===== config.mk =====
export PLATFORM = sky130hd
export DESIGN_NAME = processor_display_scan
export DESIGN_NICKNAME = d
export VERILOG_FILES = /design/src/rtl/processor_debug_pkg.sv /design/src/rtl/processor_display_scan_hex7seg.sv /design/src/rtl/processor_display_scan.sv
export SDC_FILE = /design/constraint.sdc
export NUM_CORES = 1
export LEC_CHECK = 0
export BUFFER_PORTS_ARGS = -buffer_cell sky130_fd_sc_hd__buf_4
export CORE_MARGIN = 3
export CORE_UTILIZATION = 50
export CTS_CLUSTER_SIZE = 25
export DETAILED_ROUTE_END_ITERATION = 10
export GPL_TIMING_DRIVEN = 0
export MAX_ROUTING_LAYER = met4
export PLACE_DENSITY = 0.78
export SYNTH_ARGS = -nofsm -noshare
export SYNTH_HDL_FRONTEND = slang
export SYNTH_SLANG_ARGS = --single-unit

===== constraint.sdc =====
create_clock -name Clk -period 7.4 [get_ports Clk]
set_input_delay 0.37 -clock Clk [delete_from_list [all_inputs] [get_ports Clk]]
set_output_delay 0.37 -clock Clk [all_outputs]
set_load 0.02 [all_outputs]

===== src/rtl/processor_debug_pkg.sv =====
// Shared page encodings and seven-segment glyph table for the processor debug display.
package processor_debug_pkg;

  typedef enum logic [1:0] {
    PAGE_PC_IR   = 2'd0,
    PAGE_STATE   = 2'd1,
    PAGE_ALU_AB  = 2'd2,
    PAGE_ALU_OUT = 2'd3
  } page_e;

  localparam logic [6:0] SEG_BLANK = 7'h7F;

  // Active-low {g,f,e,d,c,b,a}; lower-case b and d keep them distinct from 8 and 0.
  localparam logic [6:0] SEG_HEX [16] = '{
    7'h40, 7'h79, 7'h24, 7'h30, 7'h19, 7'h12, 7'h02, 7'h78,
    7'h00, 7'h10, 7'h08, 7'h03, 7'h46, 7'h21, 7'h06, 7'h0E
  };

  function automatic logic [31:0] page_word(
    input page_e       pg,
    input logic [7:0]  pc,
    input logic [7:0]  st,
    input logic [7:0]  nx,
    input logic [15:0] ir,
    input logic [15:0] a,
    input logic [15:0] b,
    input logic [15:0] o
  );
    case (pg)
      PAGE_PC_IR:  return {pc, st, ir};
      PAGE_STATE:  return {st, nx, o};
      PAGE_ALU_AB: return {a, b};
      default:     return {16'h0000, o};
    endcase
  endfunction

endpackage


===== src/rtl/processor_display_scan_hex7seg.sv =====
// Combinational nibble to active-low seven-segment glyph decoder.
module hex7seg
  import processor_debug_pkg::*;
(
  input  logic [3:0] nibble_i,
  output logic [6:0] seg_o
);

  assign seg_o = SEG_HEX[nibble_i];

endmodule


===== src/rtl/processor_display_scan.sv =====
// Scans a frame-latched 32-bit debug word across an 8-digit multiplexed seven-segment display.
module processor_display_scan
  import processor_debug_pkg::*;
#(
  parameter int DIGIT_CYCLES = 50000,
  parameter int NUM_DIGITS   = 8
) (
  input  logic        Clk,
  input  logic        Reset,
  input  logic [1:0]  Page,
  input  logic        Freeze,
  input  logic [15:0] IR_In,
  input  logic [7:0]  PC_In,
  input  logic [7:0]  State_In,
  input  logic [7:0]  Next_In,
  input  logic [15:0] A_In,
  input  logic [15:0] B_In,
  input  logic [15:0] Out_In,
  output logic [7:0]  An,
  output logic [6:0]  Seg,
  output logic        Dp,
  output logic        Frame
);

  localparam int DIV_W = (DIGIT_CYCLES > 1) ? $clog2(DIGIT_CYCLES) : 1;
  localparam int IDX_W = $clog2(NUM_DIGITS);
  localparam logic [DIV_W-1:0] DIV_LAST = DIV_W'(DIGIT_CYCLES - 1);
  localparam logic [IDX_W-1:0] IDX_TOP  = IDX_W'(NUM_DIGITS - 1);
  localparam logic [IDX_W-1:0] IDX_DP   = IDX_W'(4);

  logic [DIV_W-1:0] div_q, div_d;
  logic [IDX_W-1:0] idx_q, idx_d;
  logic [31:0]      snap_q, snap_d;
  page_e            page_q, page_d;
  logic [7:0]       an_q, an_d;
  logic [6:0]       seg_q, seg_d;
  logic             dp_q, dp_d;
  logic             frame_q, frame_d;

  logic       tc;
  logic       load;
  logic       blank;
  logic [3:0] nibble;
  logic [6:0] hex_seg;

  assign tc   = (div_q == DIV_LAST);
  assign load = tc && (idx_q == '0) && !Freeze;

  // Display path works from the current index so outputs trail the index by one cycle.
  assign nibble = snap_q[{idx_q, 2'b00} +: 4];
  assign blank  = (page_q == PAGE_ALU_OUT) && idx_q[IDX_W-1];

  hex7seg u_hex7seg (
    .nibble_i (nibble),
    .seg_o    (hex_seg)
  );

  always_comb begin
    div_d   = tc ? '0 : div_q + 1'b1;
    idx_d   = tc ? idx_q - 1'b1 : idx_q;
    snap_d  = snap_q;
    page_d  = page_q;
    frame_d = load;
    if (load) begin
      snap_d = page_word(page_e'(Page), PC_In, State_In, Next_In, IR_In, A_In, B_In, Out_In);
      page_d = page_e'(Page);
    end
    an_d  = blank ? 8'hFF : ~(8'b1 << idx_q);
    seg_d = blank ? SEG_BLANK : hex_seg;
    dp_d  = !((idx_q == IDX_DP) && (page_q != PAGE_ALU_OUT));
  end

  always_ff @(posedge Clk) begin
    if (!Reset) begin
      div_q   <= '0;
      idx_q   <= IDX_TOP;
      snap_q  <= '0;
      page_q  <= PAGE_PC_IR;
      an_q    <= 8'hFF;
      seg_q   <= SEG_BLANK;
      dp_q    <= 1'b1;
      frame_q <= 1'b0;
    end else begin
      div_q   <= div_d;
      idx_q   <= idx_d;
      snap_q  <= snap_d;
      page_q  <= page_d;
      an_q    <= an_d;
      seg_q   <= seg_d;
      dp_q    <= dp_d;
      frame_q <= frame_d;
    end
  end

  assign An    = an_q;
  assign Seg   = seg_q;
  assign Dp    = dp_q;
  assign Frame = frame_q;

endmodule


==> flow_summary.toml <==
[run_status]
status = "finished, final reports clean"

[hold_path]
hold_path.class = "input pin to register"

[placed_design]
pre_cts_slack_ps = 4310
place_inst = 630
place_congestion = 0.843
port_buffers = 106
dp_hpwl_mm = 7.09

[timing]
post-route-period-util_pct = 42.4
worst_slew_pin_slew_ps = 711
rsz0062_at_grt = "false"
slew_headroom_pct = 52.6
fin_hold_ws_ps = 316
fmaxAchievable_mhz = 318
drv_slew = 0
worst_slack_ps = 4260
fin_setup_tns_ps = 0
finalCriticalPeriod_ps = 3140
setup_viol = 0
finClkSkew_ps = 10.9
finalHoldViolCount = 0

[floorplanning]
rows = 30
core_um2 = 6980
die_area_um2 = 8440
design.portCount = 110
die_w_um = 91.9
dieHeight_um = 91.9
initial_core_util_pct = 52.8

[synth]
synth_cell_types = 43
syn_inst = 428
synthTopCellsByCount = "nand2_1 (74), dfxtp_1 (70), nor2_1 (51)"
ys_async_sr_fraction_pct = 0
syn_area_um2 = 3690
ys_seq_elements = 70
synthMostInstantiatedCell = "nand2_1"
synth-main-ff-cell = "dfxtp_1"
synth_top_area_share_pct = 38.0
yosysSeqAreaShare_pct = 38.0
yosys_warnings = 0
yosys.area.top_type = "dfxtp_1"
synth_nets = 533
synthTopCellsByArea = "dfxtp_1 (38%), mux2i_1 (11%), nand2_1 (7.5%), nor2_1 (5.2%), ha_1 (4.1%)"
synth-edff-count = 0
synth_area_per_cell_um2 = 8.61

[cts]
cts_max_level = 3
clk_path_buf_depth = 2
root_buffer = "clkbuf_8"
clkTransAtPathRegs_ps = 70
post_cts_buffers = 0
cts_sinks = 70
cts_tree = "yes"
clock_latency_ps = 340
cts_resized = 0
hold_buffers = 0
cts_buffers = 9

[worst_setup_path]
startpoint_type = "register"
crit_path_end_kind = "register"
required_ps = 7600
crit_chain = "buf_1, mux4_2, mux2i_1, inv_1, ha_1, and3_1, a2111oi_0, a31oi_1"
critPathTopFamily = "multiplexers"
crit_path_max_incr_delay_ps = 570
cp_slowest_cell = "mux4_2"
cp_max_fo = 10
crit_type = "register to register"
worst_ep_arrival_time_ps = 3340
reg2reg_slack_ps = 4260
path_buf_inv = 2

[global_routing]
grtUsageTotal_pct = 21.7
antenna_found_initial = 0
grt_max_degree = 12
first_global_vias = 3299
grt_remaining_overflow = 0
grt_pass1_wl_mm = 14.6

[drt]
drtIter0Drc = 115
firstDrtPassIters = 6
antenna_left = 0
vias_per_cell = 5.20
wl_per_cell_um = 13.7
drt-total-wl_mm = 8.87
vias = 3356
drc = 0

[job]
cap_violations = 0

[final_layout]
fin_nets = 650
drive_above_1_share_pct = 27.3
area_growth_pct = 30.3
num_antenna_cells = 0
stdcell_count = 646
finish.utilization_pct = 68.8

[power_and_ir_drop]
peakVddDrop_mv = 0.111
leakagePower_nw = 2.07
power_density_nw_per_um2 = 162
-- cells by family (layout without fill, tap and decap cells) --
family / after synthesis / in the layout / share of synthesized area (%)
AND/OR/NAND/NOR: 177 / 177 / 21.6
AO/OA/AOI/OAI: 72 / 72 / 13.4
XOR/XNOR: 13 / 13 / 3.09
flip-flops: 70 / 70 / 38.0
adder cells (fa/ha/maj): 12 / 12 / 4.07
multiplexers: 48 / 48 / 15.1
buffers and inverters: 36 / 158 / 4.72
-- routing by layer --
layer  share of wire [%]  global-route usage [%]
met3                 6.3                    4.35
met2                  47                    34.6
met4                 1.0                    7.30
met1                  46                    27.6
met5                   0                       -
-- cells in the final DEF (no fill, tap or decap), types with 7 or more instances in the layout --
master / count
a211oi_2: 11
a21oi_1: 24
buf_4: 106
clkbuf_1: 19
clkbuf_8: 11
dfxtp_1: 70
ha_1: 12
mux2i_1: 40
nand2_1: 74
nand3_1: 10
nor2_1: 51
nor3_1: 19
o21ai_0: 20
xor2_1: 7
-- stage by stage --
step	cell area (um2)	power, mW
global route	4800	0.807
global placement	4600	0.476
detailed placement	4600	0.477
CTS	4800	0.781
finish	4800	0.777
floorplan	3690	0.428
-- sequential cells by signal (all words and copies together) (netlist names) --
register,cells
Seg,7
div_q,16
Frame,1
An,8
idx_q,3
Dp,1
page_q,2
snap_q,32
-- power by group --
group / switching [mW] / internal, mW
Clock: 0.135 / 0.174
Combinational: 0.0386 / 0.0481
Sequential: 0.00152 / 0.380
-- layout make-up --
class | count | area [um2]
clock inverters | 3 | 42.5
well taps | 96 | 120
inverters | 7 | 26.3
repair buffers | 106 | 796
flip-flops and latches | 70 | 1400
multi-input cells | 322 | 2110
clock buffers | 13 | 159
plain buffers | 29 | 148
fillers | 605 | 2180
-- worst register-to-register path: stages, from the launching register on --
cell and delay [ps]:
dfxtp_1 440, buf_1 480, mux4_2 570, mux2i_1 430, inv_1 210, ha_1 290
and3_1 150, a2111oi_0 360, a31oi_1 70
-- final timing paths --
path                         startpoint                      end  cells past startpoint
setup / recovery  idx_q[1]$_SDFFE_PN1N_        Seg[3]$_SDFF_PP1_                      8
hold / removal                  A_In[5]  snap_q[21]$_SDFFE_PN0P_                      3
setup reg to reg  idx_q[1]$_SDFFE_PN1N_        Seg[3]$_SDFF_PP1_                      8
hold reg to reg     div_q[0]$_SDFF_PP0_      div_q[0]$_SDFF_PP0_                      1
No activity file was read; power rests on OpenSTA's default activity.
